--- config.mk ---
export PLATFORM = sky130hd
export DESIGN_NAME = uart_frame_loader_flat
export DESIGN_NICKNAME = d
export VERILOG_FILES = /design/src/rtl/uart_frame_loader_if.sv /design/src/rtl/uart_frame_loader.sv /design/src/flat_wrapper.sv
export SDC_FILE = /design/constraint.sdc
export NUM_CORES = 1
export LEC_CHECK = 0
export CAP_MARGIN = 0
export CORE_AREA = 5 5 100 102
export CTS_BUF_LIST = sky130_fd_sc_hd__clkbuf_4
export CTS_CLUSTER_DIAMETER = 150
export DETAILED_ROUTE_END_ITERATION = 7
export DIE_AREA = 0 0 105 107
export HOLD_SLACK_MARGIN = 0.06
export PLACE_DENSITY = 0.77
export SLEW_MARGIN = 20
export SYNTH_ARGS = -nofsm -noshare
export SYNTH_HDL_FRONTEND = slang
export SYNTH_SLANG_ARGS = --single-unit
--- constraint.sdc ---
create_clock -name clk -period 3.05 [get_ports clk]
set_input_delay 0.61 -clock clk [delete_from_list [all_inputs] [get_ports clk]]
set_output_delay 0.61 -clock clk [all_outputs]
set_load 0.005 [all_outputs]
--- src/rtl/uart_frame_loader_if.sv ---
// rtl/uart_frame_loader_if.sv - byte-strobe input and memory/status output bundle for uart_frame_loader
//
// Signals:
//   rx_valid, rx_data          : byte strobe from the UART receiver
//   mem_we, mem_addr, mem_wdata: RAM write port
//   busy, done, error          : frame status towards the core
//   error_code, frame_len      : held result of the last frame
// Modports:
//   master : drives the byte strobe, observes the loader outputs
//   slave  : the loader itself
interface uart_frame_loader_if #(
    parameter int AddrWidth = 10
);
    logic                 rx_valid;
    logic [7:0]           rx_data;
    logic                 mem_we;
    logic [AddrWidth-1:0] mem_addr;
    logic [7:0]           mem_wdata;
    logic                 busy;
    logic                 done;
    logic                 error;
    logic [1:0]           error_code;
    logic [AddrWidth:0]   frame_len;

    modport master (
        output rx_valid, rx_data,
        input  mem_we, mem_addr, mem_wdata, busy, done, error, error_code, frame_len
    );

    modport slave (
        input  rx_valid, rx_data,
        output mem_we, mem_addr, mem_wdata, busy, done, error, error_code, frame_len
    );
endinterface

--- src/rtl/uart_frame_loader.sv ---
// rtl/uart_frame_loader.sv - parses framed UART byte streams into RAM writes
//
// Frame: SyncByte, len[15:8], len[7:0], len payload bytes, 8-bit additive checksum.
// Ports:
//   clk   : system clock
//   reset : asynchronous active-low reset
//   bus   : uart_frame_loader_if.slave (byte strobe in, RAM write and status out)
// All outputs are registered.
module uart_frame_loader #(
    parameter int          AddrWidth     = 10,
    parameter int          MaxLength     = 1024,
    parameter logic [7:0]  SyncByte      = 8'hA5,
    parameter int          TimeoutCycles = 120000
) (
    input logic                clk,
    input logic                reset,
    uart_frame_loader_if.slave bus
);

    localparam int LenW = AddrWidth + 1;
    localparam int TmoW = $clog2(TimeoutCycles + 1);

    typedef enum logic [2:0] {
        S_IDLE,
        S_LEN_HI,
        S_LEN_LO,
        S_PAYLOAD,
        S_CHECK,
        S_DONE,
        S_ERROR
    } state_e;

    state_e               state_q, state_d;
    logic [7:0]           len_hi_q, len_hi_d;
    logic [LenW-1:0]      len_q, len_d;
    logic [LenW-1:0]      idx_q, idx_d;
    logic [7:0]           csum_q, csum_d;
    logic [TmoW-1:0]      tmo_q, tmo_d;
    logic [1:0]           error_code_q, error_code_d;
    logic [LenW-1:0]      frame_len_q, frame_len_d;

    logic                 mem_we_q, mem_we_d;
    logic [AddrWidth-1:0] mem_addr_q, mem_addr_d;
    logic [7:0]           mem_wdata_q, mem_wdata_d;
    logic                 busy_q, busy_d;
    logic                 done_q, done_d;
    logic                 error_q, error_d;

    logic [15:0]          len_full;
    logic                 tmo_run;
    logic                 tmo_expired;

    // State and datapath registers
    always_ff @(posedge clk or negedge reset) begin
        if (!reset) begin
            state_q      <= S_IDLE;
            len_hi_q     <= '0;
            len_q        <= '0;
            idx_q        <= '0;
            csum_q       <= '0;
            tmo_q        <= '0;
            error_code_q <= '0;
            frame_len_q  <= '0;
            mem_we_q     <= 1'b0;
            mem_addr_q   <= '0;
            mem_wdata_q  <= '0;
            busy_q       <= 1'b0;
            done_q       <= 1'b0;
            error_q      <= 1'b0;
        end else begin
            state_q      <= state_d;
            len_hi_q     <= len_hi_d;
            len_q        <= len_d;
            idx_q        <= idx_d;
            csum_q       <= csum_d;
            tmo_q        <= tmo_d;
            error_code_q <= error_code_d;
            frame_len_q  <= frame_len_d;
            mem_we_q     <= mem_we_d;
            mem_addr_q   <= mem_addr_d;
            mem_wdata_q  <= mem_wdata_d;
            busy_q       <= busy_d;
            done_q       <= done_d;
            error_q      <= error_d;
        end
    end

    assign len_full = {len_hi_q, bus.rx_data};
    assign tmo_run  = (state_q == S_LEN_HI) || (state_q == S_LEN_LO) ||
                      (state_q == S_PAYLOAD) || (state_q == S_CHECK);
    // A byte arriving on the expiry cycle wins over the timeout.
    assign tmo_expired = tmo_run && !bus.rx_valid &&
                         (tmo_q == TmoW'(TimeoutCycles - 1));

    // Next-state and datapath
    always_comb begin
        state_d      = state_q;
        len_hi_d     = len_hi_q;
        len_d        = len_q;
        idx_d        = idx_q;
        csum_d       = csum_q;
        error_code_d = error_code_q;
        frame_len_d  = frame_len_q;
        // Cleared on every byte; entry to LEN_HI is always via a byte.
        tmo_d        = (!tmo_run || bus.rx_valid) ? '0 : tmo_q + 1'b1;

        case (state_q)
            S_IDLE: begin
                if (bus.rx_valid && bus.rx_data == SyncByte) begin
                    state_d      = S_LEN_HI;
                    error_code_d = 2'd0;
                    csum_d       = '0;
                    idx_d        = '0;
                end
            end
            S_LEN_HI: begin
                if (bus.rx_valid) begin
                    len_hi_d = bus.rx_data;
                    state_d  = S_LEN_LO;
                end else if (tmo_expired) begin
                    state_d      = S_ERROR;
                    error_code_d = 2'd3;
                end
            end
            S_LEN_LO: begin
                if (bus.rx_valid) begin
                    if (len_full > 16'(MaxLength)) begin
                        state_d      = S_ERROR;
                        error_code_d = 2'd2;
                    end else begin
                        len_d   = len_full[LenW-1:0];
                        state_d = (len_full == 16'd0) ? S_CHECK : S_PAYLOAD;
                    end
                end else if (tmo_expired) begin
                    state_d      = S_ERROR;
                    error_code_d = 2'd3;
                end
            end
            S_PAYLOAD: begin
                if (bus.rx_valid) begin
                    csum_d = csum_q + bus.rx_data;
                    idx_d  = idx_q + 1'b1;
                    if (idx_q + 1'b1 == len_q) begin
                        state_d = S_CHECK;
                    end
                end else if (tmo_expired) begin
                    state_d      = S_ERROR;
                    error_code_d = 2'd3;
                end
            end
            S_CHECK: begin
                if (bus.rx_valid) begin
                    if (bus.rx_data == csum_q) begin
                        state_d     = S_DONE;
                        frame_len_d = len_q;
                    end else begin
                        state_d      = S_ERROR;
                        error_code_d = 2'd1;
                    end
                end else if (tmo_expired) begin
                    state_d      = S_ERROR;
                    error_code_d = 2'd3;
                end
            end
            // Any byte seen during the DONE/ERROR cycle is dropped.
            S_DONE:  state_d = S_IDLE;
            S_ERROR: state_d = S_IDLE;
            default: state_d = S_IDLE;
        endcase
    end

    // Output next-values, registered alongside the state
    always_comb begin
        mem_we_d    = (state_q == S_PAYLOAD) && bus.rx_valid;
        mem_addr_d  = mem_addr_q;
        mem_wdata_d = mem_wdata_q;
        if (mem_we_d) begin
            mem_addr_d  = idx_q[AddrWidth-1:0];
            mem_wdata_d = bus.rx_data;
        end
        busy_d  = (state_d == S_LEN_HI) || (state_d == S_LEN_LO) ||
                  (state_d == S_PAYLOAD) || (state_d == S_CHECK);
        done_d  = (state_d == S_DONE);
        error_d = (state_d == S_ERROR);
    end

    assign bus.mem_we     = mem_we_q;
    assign bus.mem_addr   = mem_addr_q;
    assign bus.mem_wdata  = mem_wdata_q;
    assign bus.busy       = busy_q;
    assign bus.done       = done_q;
    assign bus.error      = error_q;
    assign bus.error_code = error_code_q;
    assign bus.frame_len  = frame_len_q;

endmodule

--- src/flat_wrapper.sv ---
// flat-port wrapper written by rule: the top's interface ports become plain ports
module uart_frame_loader_flat 
#(
    parameter int          AddrWidth     = 10,
    parameter int          MaxLength     = 1024,
    parameter logic [7:0]  SyncByte      = 8'hA5,
    parameter int          TimeoutCycles = 120000
)
  (clk, reset, bus_rx_valid, bus_rx_data, bus_mem_we, bus_mem_addr, bus_mem_wdata, bus_busy, bus_done, bus_error, bus_error_code, bus_frame_len);
  uart_frame_loader_if #(.AddrWidth(AddrWidth)) bus_i ();
  input logic clk;
  input logic reset;
  input wire logic [$bits(bus_i.rx_valid)-1:0] bus_rx_valid;
  input wire logic [$bits(bus_i.rx_data)-1:0] bus_rx_data;
  output wire logic [$bits(bus_i.mem_we)-1:0] bus_mem_we;
  output wire logic [$bits(bus_i.mem_addr)-1:0] bus_mem_addr;
  output wire logic [$bits(bus_i.mem_wdata)-1:0] bus_mem_wdata;
  output wire logic [$bits(bus_i.busy)-1:0] bus_busy;
  output wire logic [$bits(bus_i.done)-1:0] bus_done;
  output wire logic [$bits(bus_i.error)-1:0] bus_error;
  output wire logic [$bits(bus_i.error_code)-1:0] bus_error_code;
  output wire logic [$bits(bus_i.frame_len)-1:0] bus_frame_len;
  assign bus_i.rx_valid = bus_rx_valid;
  assign bus_i.rx_data = bus_rx_data;
  assign bus_mem_we = bus_i.mem_we;
  assign bus_mem_addr = bus_i.mem_addr;
  assign bus_mem_wdata = bus_i.mem_wdata;
  assign bus_busy = bus_i.busy;
  assign bus_done = bus_i.done;
  assign bus_error = bus_i.error;
  assign bus_error_code = bus_i.error_code;
  assign bus_frame_len = bus_i.frame_len;
  uart_frame_loader #(.AddrWidth(AddrWidth), .MaxLength(MaxLength), .SyncByte(SyncByte), .TimeoutCycles(TimeoutCycles)) u_core (.clk(clk), .reset(reset), .bus(bus_i));
endmodule
# Word-level counts from Yosys, hierarchy flattened
# Index checks and enable logic that the tools add are counted.
# classes
n_mux	26
add_sub_neg	3
n_lt_le_gt_ge	1
n_eq_ne	19
n_reduce_logical	23
bitwise_logic	1
# ops
cell	count
two-way mux 3 bit	9
two-way mux 11 bit	2
case mux 11 bit (2 select lines)	1
adder 17 x 1 -> 17 bit, second input constant	1
== test 17 bit, second input constant	1
two-way mux 17 bit	1
greater-than comparator 16 x 11 -> 1 bit, second input constant	1
zero test 16 bit	1
two-way mux 2 bit	8
two-way mux 8 bit	2
case mux 8 bit (2 select lines)	1
case mux 3 bit (5 select lines)	1
== test 3 x 2 -> 1 bit, second input constant	4
== test 3 bit, second input constant	4
adder 11 x 1 -> 11 bit, second input constant	1
== test 11 bit	1
AND reduction 3 bit	3
adder 8 bit	1
== test 8 bit	1
== test 8 bit, second input constant	1
case mux 2 bit (4 select lines)	1
logical OR 1 bit	7
== test 3 x 1 -> 1 bit, second input constant	2
!= test 3 bit, second input constant	2
11 further kinds	16
# totals
out_inout_bits	35
inputBits	11
reg_bits	93

# Longest topological paths before layout
# depth
depth_word	13
depth_mapped	10
ltp_nobuf	9

# Worst setup path after synthesis
# Ideal clock, no wire load.
# synth_path
kind	in2reg
from	in bus_rx_data[1]
to	reg u_core.csum_q[7]
required_time_ps	2967
arrival_time_ps	2257
n_path_buf	0
setup_slack_ps	711
stages	9
path_cell_list	ha_1 > a21o_1 > a21oi_1 > nor2b_1 > o21a_1 > o41ai_1 > xor2_1 > or3_1 > o21ai_0
# synth_via
elab_chain_cells	4
# synth_lines
element	line_no	text
from (decl)	flat_wrapper.sv:14	input wire logic [$bits(bus_i.rx_data)-1:0] bus_rx_data;
parallel branches: the longest is 4 deep, another holds adder 8 bit	--	
to (signal assigned)	uart_frame_loader.sv:75	csum_q <= csum_d;
to (decl)	uart_frame_loader.sv:37	logic [7:0] csum_q, csum_d;
# Several ways; the timed one is not identified. The select of a mux whose other input is x is not followed.
# A chain may end at the register's enable or synchronous reset.

# Worst setup path after layout
# Ends and elaborated chain as after synthesis.

==> metrics.yaml <==
synthesis:
  avgSynthCellArea_um2: 9.89
  synth.distinct_cells: 58
  synthFlopType: "dfrtp_1"
  syn_nets: 491
  synth_warnings: 0
  synth_seq_cells: 93
  synth_edf_count: 0
  postSynthCellCount: 470
  ys_seq_area_share_pct: 50.1
  yosys-top-cells-area: "dfrtp_1 50%, mux2_2 7.0%, nand2_1 6.9%, o21ai_0 3.0%, xor2_1 3.0%"
  synth_area_leader_cell: "dfrtp_1"
  synth_top_cell_area_share_pct: 50.1
  async_flop_share_pct: 100
  synth_area_um2: 4650
global_route:
  grt_pass1_vias: 3722
  grt_usage_pct: 19.3
  grt_pass1_wl_um: 17700
  grt.overflow.total: 0
  grt_start_max_net_pins: 49
  antenna_found_initial: 0
timing:
  period_needed_ns: 2.66
  max_freq_mhz: 376
  setup_ws_ns: 0.389
  drv_slew: 0
  slew_headroom_pct: 43.8
  hold_violations: 0
  rsz0062_at_grt: "no"
  finalSetupViolCount: 0
  fin_skew_ns: 0.0215
  whs_ns: 0.179
  worst_slew_pin_slew_ns: 0.840
  period_share_pct: 87.2
clock_tree:
  post_cts_buffers: 0
  clk_pin_slew_ns: 0.14
  clkLatencyLatePin_ns: 0.43
  holdBufCountCts: 0
  cts_sinks: 93
  clockBufferDepth: 2
  root_buffer: "clkbuf_4"
  ctsResizeCount: 0
  cts_buffers: 9
  cts_tree: "yes"
  cts-htree-levels: 3
route:
  vias_per_cell: 5.73
  wl_per_cell_um: 16.4
  num_vias: 3626
  drcViolationCount: 0
  ant_nets: 0
  dr.pass1.iters: 4
  wl_um: 10400
  drt_iter0_drc: 207
layout:
  areaGrowthSynthToFinish_pct: 15.7
  drive_gt1_share_pct: 13.0
  final_nets: 539
  final_util_pct: 59.7
  stdcell_area_um2: 5380
  antenna_cells: 0
  finalNonFillerCells: 633
critical_path:
  crit_required_ns: 3.39
  cp.arrival_ns: 3.00
  cp_max_fo: 5
  crit_path_end_kind: "flop"
  cp-start-kind: "primary input"
  criticalPathCategory: "in -> reg"
power:
  pwr_density_cell_nw_per_um2: 622
  p_leak_nw: 2.51
  vdd_drop_max_mv: 0.369
placed_design:
  pre_cts_ws_ns: -0.0273
  place_congestion: 0.878
  io_buffers: 45
  placed_area_um2: 5260
  placedCellCount: 618
  dpl.hpwl_um: 7420
floorplan:
  boundaryPins: 46
  core-area_um2: 9020
  die_area_um2: 11200
  rows: 35
  die_w_um: 105
  start_util_pct: 51.5
  die_h_um: 107
min_path:
  worstHoldPathType: "in -> async"
flow_run:
  drv_cap: 0
run_status:
  status: "completed"
## per-layer routing
metal / wire (um) / part of all wire [%] / global-route usage, % / vias to the layer above
li1: - / - / - / 1734
met3: 536 / 5.2 / 4.88 / 17
met5: 0 / 0 / 0 / -
met2: 5080 / 49 / 32.3 / 111
met1: 4570 / 44 / 24.9 / 1764
met4: 186 / 1.8 / 5.57 / 0
## path summary, 6_finish.rpt
| path | slack [ns] | cells past startpoint | from | to |
|---|---|---|---|---|
| max | 0.39 | 10 | bus_rx_data[1] | u_core.csum_q[7]$_DFFE_PN0P_ |
| min | 0.18 | 1 | reset | u_core.bus.mem_wdata[4]$_DFFE_PN0P_ |
| max reg2reg | 0.47 | 8 | u_core.idx_q[0]$_DFFE_PN0P_ | u_core.bus.error$_DFF_PN0_ |
| min reg2reg | 0.49 | 1 | u_core.tmo_q[0]$_DFF_PN0_ | u_core.tmo_q[0]$_DFF_PN0_ |
| max in group asynchronous | 2.20 | 2 | reset | u_core.len_hi_q[0]$_DFFE_PN0P_ |
| min in group clk | 0.49 | 1 | u_core.tmo_q[0]$_DFF_PN0_ | u_core.tmo_q[0]$_DFF_PN0_ |
## cell usage in the layout, fill, tap and decap left out, types with 4 or more instances in the layout
cell type / n
ha_1: 9
o31ai_1: 5
and2_1: 6
clkbuf_4: 9
a211oi_1: 4
xor2_1: 16
nand2_1: 86
buf_4: 16
o21ai_0: 28
nor4_1: 4
a21oi_1: 15
nor3_1: 8
dfrtp_1: 93
or3_1: 5
inv_1: 8
and3_1: 10
o22ai_1: 6
and4_1: 4
mux2_2: 29
nor2_1: 36
clkdlybuf4s50_1: 44
xnor2_1: 14
a21o_1: 4
nand4_1: 4
nand3_1: 10
## layout make-up
type	instances	area (um2)
Clock inverter	6	55.1
Fill cell	758	3640
Clock buffer	9	67.6
Inverter	8	30.0
Tap cell	111	139
Multi-Input combinational cell	345	2180
Timing Repair Buffer	61	581
Sequential cell	93	2330
## worst max-delay path, cell delays in order
cell and delay (ns):
clkdlybuf4s50_1 0.50, ha_1 0.34, a21o_1 0.18, a21oi_1 0.18, nor2b_1 0.07, o21a_1 0.18
o41ai_1 0.39, xor2_1 0.15, or3_1 0.32, o21ai_0 0.08
## Yosys cell counts, types with 2 or more instances
| master | n |
|---|---|
| a211oi_1 | 4 |
| a21o_1 | 4 |
| a21oi_1 | 15 |
| a31oi_1 | 2 |
| and2_1 | 6 |
| and3_1 | 10 |
| and4_1 | 4 |
| buf_1 | 3 |
| buf_2 | 4 |
| buf_4 | 2 |
| clkbuf_1 | 14 |
| dfrtp_1 | 93 |
| ha_1 | 9 |
| inv_1 | 8 |
| mux2_2 | 29 |
| mux2i_1 | 3 |
| nand2_1 | 86 |
| nand2b_1 | 3 |
| nand3_1 | 10 |
| nand4_1 | 4 |
| nor2_1 | 36 |
| nor2b_1 | 2 |
| nor3_1 | 8 |
| nor4_1 | 4 |
| nor4b_1 | 2 |
| o211ai_1 | 2 |
| o21a_1 | 3 |
| o21ai_0 | 28 |
| o22a_1 | 2 |
| o22ai_1 | 6 |
| o31ai_1 | 5 |
| or3_1 | 5 |
| xnor2_1 | 14 |
| xor2_1 | 16 |
## sequential cells by signal (all words and copies together), names as in the netlist
name and flops:
u_core.bus.mem_wdata 8, u_core.idx_q 11, u_core.bus.done 1, u_core.bus.mem_addr 10, u_core.bus.mem_we 1, u_core.len_q 11
u_core.bus.error 1, u_core.bus.busy 1, u_core.bus.frame_len 11, u_core.tmo_q 17, u_core.state_q 3, u_core.len_hi_q 8
u_core.bus.error_code 2, u_core.csum_q 8
## through the flow
step	setup TNS, ns	power, mW
floorplan	0	2.36
global placement	0	2.69
detailed placement	-0.0273	2.74
CTS	0	3.38
global route	0	3.58
finish	0	3.35
## power by group
part / switching (mW) / internal, mW
clock network: 0.388 / 0.238
logic: 0.485 / 0.538
registers: 0.233 / 1.46
total: 1.11 / 2.24
## cells by family after synthesis
kind of cell | after synthesis | share of synthesized area (%)
simple gates | 191 | 19.7
buf+inv | 32 | 3.01
compound gates | 82 | 11.1
flops | 93 | 50.1
xor+xnor | 30 | 5.65
fa+ha+maj | 10 | 2.85
mux | 32 | 7.67
No activity file was read; power rests on OpenSTA's default activity.
